==> src/rtl/bufg_gt_ctrl.sv <==
// Glitch-free start/stop/re-ratio sequencer for a GT clock buffer (CE/CLR/DIV).
// Optional status counter of CLEAR entries: define BUFG_GT_CTRL_STATUS_EN.
module bufg_gt_ctrl #(
    parameter int         DRAIN_CYCLES  = 8,
    parameter int         CLR_CYCLES    = 3,
    parameter int         SETTLE_CYCLES = 4,
    parameter logic [2:0] INIT_DIV      = 3'd0
) (
    input  logic       I,
    input  logic       CLR,
    input  logic       en,
    input  logic       cfg_valid,
    input  logic [2:0] cfg_div,
    output logic       cfg_ready,
    output logic       CE_O,
    output logic       CLR_O,
    output logic [2:0] DIV_O,
    output logic       running
`ifdef BUFG_GT_CTRL_STATUS_EN
    ,
    output logic [7:0] reconfig_cnt
`endif
);

    localparam int MAX_A = (DRAIN_CYCLES > CLR_CYCLES) ? DRAIN_CYCLES : CLR_CYCLES;
    localparam int MAX_P = (MAX_A > SETTLE_CYCLES) ? MAX_A : SETTLE_CYCLES;
    localparam int CW    = (MAX_P < 1) ? 1 : $clog2(MAX_P + 1);

    localparam logic [CW-1:0] DRAIN_LD  = CW'(DRAIN_CYCLES - 1);
    localparam logic [CW-1:0] CLR_LD    = CW'(CLR_CYCLES - 1);
    localparam logic [CW-1:0] SETTLE_LD = CW'(SETTLE_CYCLES - 1);

    typedef enum logic [2:0] {
        STOP   = 3'd0,
        RUN    = 3'd1,
        DRAIN  = 3'd2,
        CLEAR  = 3'd3,
        SETTLE = 3'd4
    } state_t;

    state_t        state;
    logic [CW-1:0] cnt;
    logic [2:0]    pending;
    logic          restart;
    logic          accept;

    assign accept = cfg_valid & cfg_ready;

    always_ff @(posedge I or posedge CLR) begin
        if (CLR) begin
            state     <= STOP;
            CE_O      <= 1'b0;
            CLR_O     <= 1'b0;
            DIV_O     <= INIT_DIV;
            cfg_ready <= 1'b1;
            running   <= 1'b0;
            restart   <= 1'b0;
            pending   <= INIT_DIV;
            cnt       <= '0;
        end else begin
            case (state)
                STOP: begin
                    if (accept)
                        DIV_O <= cfg_div;
                    if (en) begin
                        state     <= CLEAR;
                        CLR_O     <= 1'b1;
                        cfg_ready <= 1'b0;
                        cnt       <= CLR_LD;
                    end
                end
                RUN: begin
                    // A request together with en=0 always forces the full clear sequence.
                    if (accept && (!en || cfg_div != DIV_O)) begin
                        state     <= DRAIN;
                        pending   <= cfg_div;
                        restart   <= 1'b1;
                        CE_O      <= 1'b0;
                        running   <= 1'b0;
                        cfg_ready <= 1'b0;
                        cnt       <= DRAIN_LD;
                    end else if (!en) begin
                        state     <= DRAIN;
                        restart   <= 1'b0;
                        CE_O      <= 1'b0;
                        running   <= 1'b0;
                        cfg_ready <= 1'b0;
                        cnt       <= DRAIN_LD;
                    end
                end
                DRAIN: begin
                    if (cnt == '0) begin
                        if (restart) begin
                            state <= CLEAR;
                            CLR_O <= 1'b1;
                            DIV_O <= pending;
                            cnt   <= CLR_LD;
                        end else begin
                            state     <= STOP;
                            cfg_ready <= 1'b1;
                        end
                    end else begin
                        cnt <= cnt - 1'b1;
                    end
                end
                CLEAR: begin
                    if (cnt == '0) begin
                        state   <= SETTLE;
                        CLR_O   <= 1'b0;
                        restart <= 1'b0;
                        cnt     <= SETTLE_LD;
                    end else begin
                        cnt <= cnt - 1'b1;
                    end
                end
                SETTLE: begin
                    if (cnt == '0) begin
                        cfg_ready <= 1'b1;
                        if (en) begin
                            state   <= RUN;
                            CE_O    <= 1'b1;
                            running <= 1'b1;
                        end else begin
                            state <= STOP;
                        end
                    end else begin
                        cnt <= cnt - 1'b1;
                    end
                end
                default: begin
                    state     <= STOP;
                    CE_O      <= 1'b0;
                    CLR_O     <= 1'b0;
                    cfg_ready <= 1'b1;
                    running   <= 1'b0;
                    restart   <= 1'b0;
                    cnt       <= '0;
                end
            endcase
        end
    end

`ifdef BUFG_GT_CTRL_STATUS_EN
    logic clear_entry;

    assign clear_entry = ((state == STOP) && en) ||
                         ((state == DRAIN) && (cnt == '0) && restart);

    always_ff @(posedge I or posedge CLR) begin
        if (CLR)
            reconfig_cnt <= 8'd0;
        else if (clear_entry && reconfig_cnt != 8'hFF)
            reconfig_cnt <= reconfig_cnt + 8'd1;
    end
`endif

endmodule

==> config.mk <==
export PLATFORM = sky130hd
export DESIGN_NAME = bufg_gt_ctrl
export DESIGN_NICKNAME = d
export VERILOG_FILES = /design/src/rtl/bufg_gt_ctrl.sv
export SDC_FILE = /design/constraint.sdc
export NUM_CORES = 1
export LEC_CHECK = 0
export CAP_MARGIN = 0
export CORE_MARGIN = 3
export CORE_UTILIZATION = 55
export CTS_BUF_LIST = sky130_fd_sc_hd__clkbuf_4 sky130_fd_sc_hd__clkbuf_8 sky130_fd_sc_hd__clkbuf_16
export CTS_CLUSTER_DIAMETER = 50
export DETAILED_ROUTE_END_ITERATION = 6
export PLACE_DENSITY = 0.79
export SLEW_MARGIN = 20
export SYNTH_ARGS = -nofsm -noshare
export SYNTH_HDL_FRONTEND = slang
export SYNTH_SLANG_ARGS = --single-unit
==> constraint.sdc <==
create_clock -name I -period 1.99 [get_ports I]
set_input_delay 0.398 -clock I [delete_from_list [all_inputs] [get_ports I]]
set_output_delay 0.398 -clock I [all_outputs]
set_load 0.02 [all_outputs]
==> results by group <==
Power and ir drop
  – Net Sw Frac: 0.436
  – Worst vdd ir: 0.945 mV
  – Clk pwr share: 0.087
  – Total power: 2220 uW
  – Switching pwr: ~970 uW
  – Sequential share of power: 0.315
  – Internal power: around 1300 uW
  – Power per cell area: between 1500 and 2000 mW/mm2
  – Combinational power share: 0.598
  – Static leakage: 0.000592 uW

Route
  – Max layer used: met4
  – Via count: ~1100
  – Met2 Routed Length: about 1.3 mm
  – WL met1: 1.24 mm
  – Post-DRT Antenna Nets: 0
  – DR iter-0 viols: 36
  – Vias per cell: 6.34
  – Final WL: approximately 2.8 mm
  – Drt first pass iters: 4
  – Metal3 WL: approximately 230 um
  – Drt wl/cell: roughly 16 um
  – Drc violations: 0

Floorplanning
  – Starting Density: 0.594
  – Row cnt: 16
  – Overall die width: approximately 53 um
  – Vert. Die Dim: 52.5 um
  – Placeable Area: between 0.002 and 0.0025 mm2
  – Io pins: 14
  – Die area: ~0.0028 mm2

STA
  – Slew HR: 0.544
  – Hold Violations, Final: 0
  – Worst slew pin tran: between 0.6 and 0.7 ns
  – Final setup fails: 0
  – WHS: around 0.49 ns
  – Period utilization: 0.962
  – Max Freq: 0.522 GHz
  – Min Clock Period, post-route: between 1.5 and 2 ns
  – Final Max Tran Viols: 0
  – Setup Skew: about 0.0023 ns

Synth
  – Synth unique cells: 51
  – Largest area contributor in the netlist: dfrtp_1
  – Mapped Cells: roughly 120
  – Seq/Total Area, Yosys: 0.359
  – Top cell type's share of synthesized area: 0.336
  – Synth warn: 0
  – Number of synthesized flops with an enable pin: 0
  – Post-Syn Area: approximately 0.0012 mm2
  – Syn nets: 129
  – FF+latch count, synth: 17
  – Mean Syn Cell Area: 9.83 um2
  – Synth area leaders: dfrtp_1 34%, mux2_2 8.5%, o21ai_0 3.4%, a21oi_1 2.9%, buf_4 2.5%
  – FFs w/ async S/R, synth: 1.00
  – Ys flop type: dfrtp_1
  – Top-count cell post-synth: dfrtp_1
  – Top post-synthesis cells by count: 16 x dfrtp_1, 9 x mux2_2, 8 x inv_1, 8 x o21ai_0, 7 x a21oi_1

Worst setup path
  – Crit. End Element: register
  – Worst-path maximum fanout: 6
  – Worst path bufs/invs: 2
  – Worst EP arrival: 2.11 ns
  – CP delay by family, top: simple AND/OR/NAND/NOR gates
  – Setup crit start kind: register
  – Setup CP Type: reg2reg
  – Slowest-stage cell, CP: dfrtp_1
  – Critical path cell sequence: inv_1, ha_2, and4bb_4, a22oi_1, nor3_2, buf_4, mux2_2
  – Slowest cell delay on critical path: 0.44 ns
  – Req. time, crit path: 2.18 ns

Clocking
  – Clk buf depth: 2
  – TritonCTS buffer count: 3
  – Htree depth: 1
  – Worst-path clk slew: around 0.10 ns
  – TritonCTS clock tree: built
  – Clk_lat worst skew: ~0.3 ns
  – CTS root buffer: clkbuf_4
  – Clock sinks: 17

Final layout
  – P&R area growth vs syn: 22.0%
  – Layout cells sized above 1: 0.276
  – NumNets Final: 154
  – Final Cell Area: around 0.0015 mm2
  – Fill count: 160
  – ANT cells: 0
  – Finished Layout Cells: 172
  – Final Util: 0.725

Global route
  – Initial antenna violation count: 0
  – Vias in the first global route: around 1100
  – Largest net degree at the start of global routing: 18
  – GRT overflow: 0
  – Gr usage total: 0.247
  – First-pass GRT wire length: 5.00 mm

Placement
  – Detailed Place HPWL: 2.10 mm
  – GPL Wtd Cong: slightly above 0.9
  – Placed instance area: between 0.001 and 0.0015 mm2
  – PortBufs: 13
  – Placed insts: around 170

Run status
  – Run status: completed

Run
  – Max-Cap Viols: 0

Min path
  – Hold/Removal Path Class: in2async
[cell families (layout without fill, tap and decap cells)]
kind of cell             after synthesis  count (layout)  synth area share
buffers and inverters                 17              41            0.0694
adder cells (fa/ha/maj)                1               1            0.0105
AND/OR/NAND/NOR                       35              35             0.198
XOR/XNOR                               3               3            0.0221
AO/OA/AOI/OAI                         38              38             0.248
multiplexers                          10              10            0.0936
flip-flops                            17              17             0.359
[state kept, by name (all words and copies together), names as in the netlist]
register and cells:
CLR_O 1, DIV_O 3, cfg_ready 1, cnt 4
pending 3, restart 1, running 1, state 3
[power groups by stage]
stage               Clock (uW)  Combinational (uW)  Sequential (uW)
global placement             0                1280              685
floorplan                    0                 905              687
CTS                        198                1310              690
global route               206                1460              724
finish                     192                1330              699
detailed placement           0                1300              699
[cell usage in the layout, fill, tap and decap left out, types with 4 or more instances in the layout]
cell and count:
a21oi_1 7, mux2_2 9, o21ai_0 8, buf_4 16, dfrtp_1 16, clkdlybuf4s50_1 13, nand2_1 4, inv_1 8
nor2_1 4, nor3_1 5
[cell type report]
class / count / area, um2 / area share
Multi-Input combinational cell: 87 / 683 / 0.471
Timing Repair Buffer: 29 / 250 / 0.172
Inverter: 8 / 30.0 / 0.0207
Clock buffer: 3 / 22.5 / 0.0155
Tap cell: 27 / 33.8 / 0.0233
Sequential cell: 17 / 427 / 0.294
Clock inverter: 1 / 5.00 / 0.00345
[through the flow]
step | worst slack (ns) | TNS [ns]
finish | 0.0759 | 0
global route | -0.0440 | -0.119
CTS | 0.102 | 0
detailed placement | -0.199 | -0.959
global placement | -0.146 | -0.616
floorplan | 0.261 | 0
[worst paths after layout]
check | startpoint | to | slack, ns | cells past startpoint
setup / recovery | cnt[0] | DIV_O[2] | 0.08 | 7
hold / removal | CLR | DIV_O[0] | 0.49 | 2
setup reg to reg | cnt[0] | DIV_O[2] | 0.08 | 7
hold reg to reg | pending[0] | pending[0] | 0.52 | 1
max in group asynchronous | CLR | pending[1] | 1.07 | 2
min in group I | pending[0] | pending[0] | 0.52 | 1
[what timing repair did]
action	CTS	global route
gates resized for setup	0	1
hold buffers	0	0
endpoints found under the setup margin	0	4
buffers inserted	0	1
[metal layers]
| layer | global-route usage | vias up |
|---|---|---|
| li1 | - | 506 |
| met1 | 0.352 | 510 |
| met2 | 0.360 | 65 |
| met3 | 0.0370 | 9 |
| met4 | 0.123 | 0 |
| met5 | 0 | - |
Note: power is estimated with default switching activity, not from simulation.
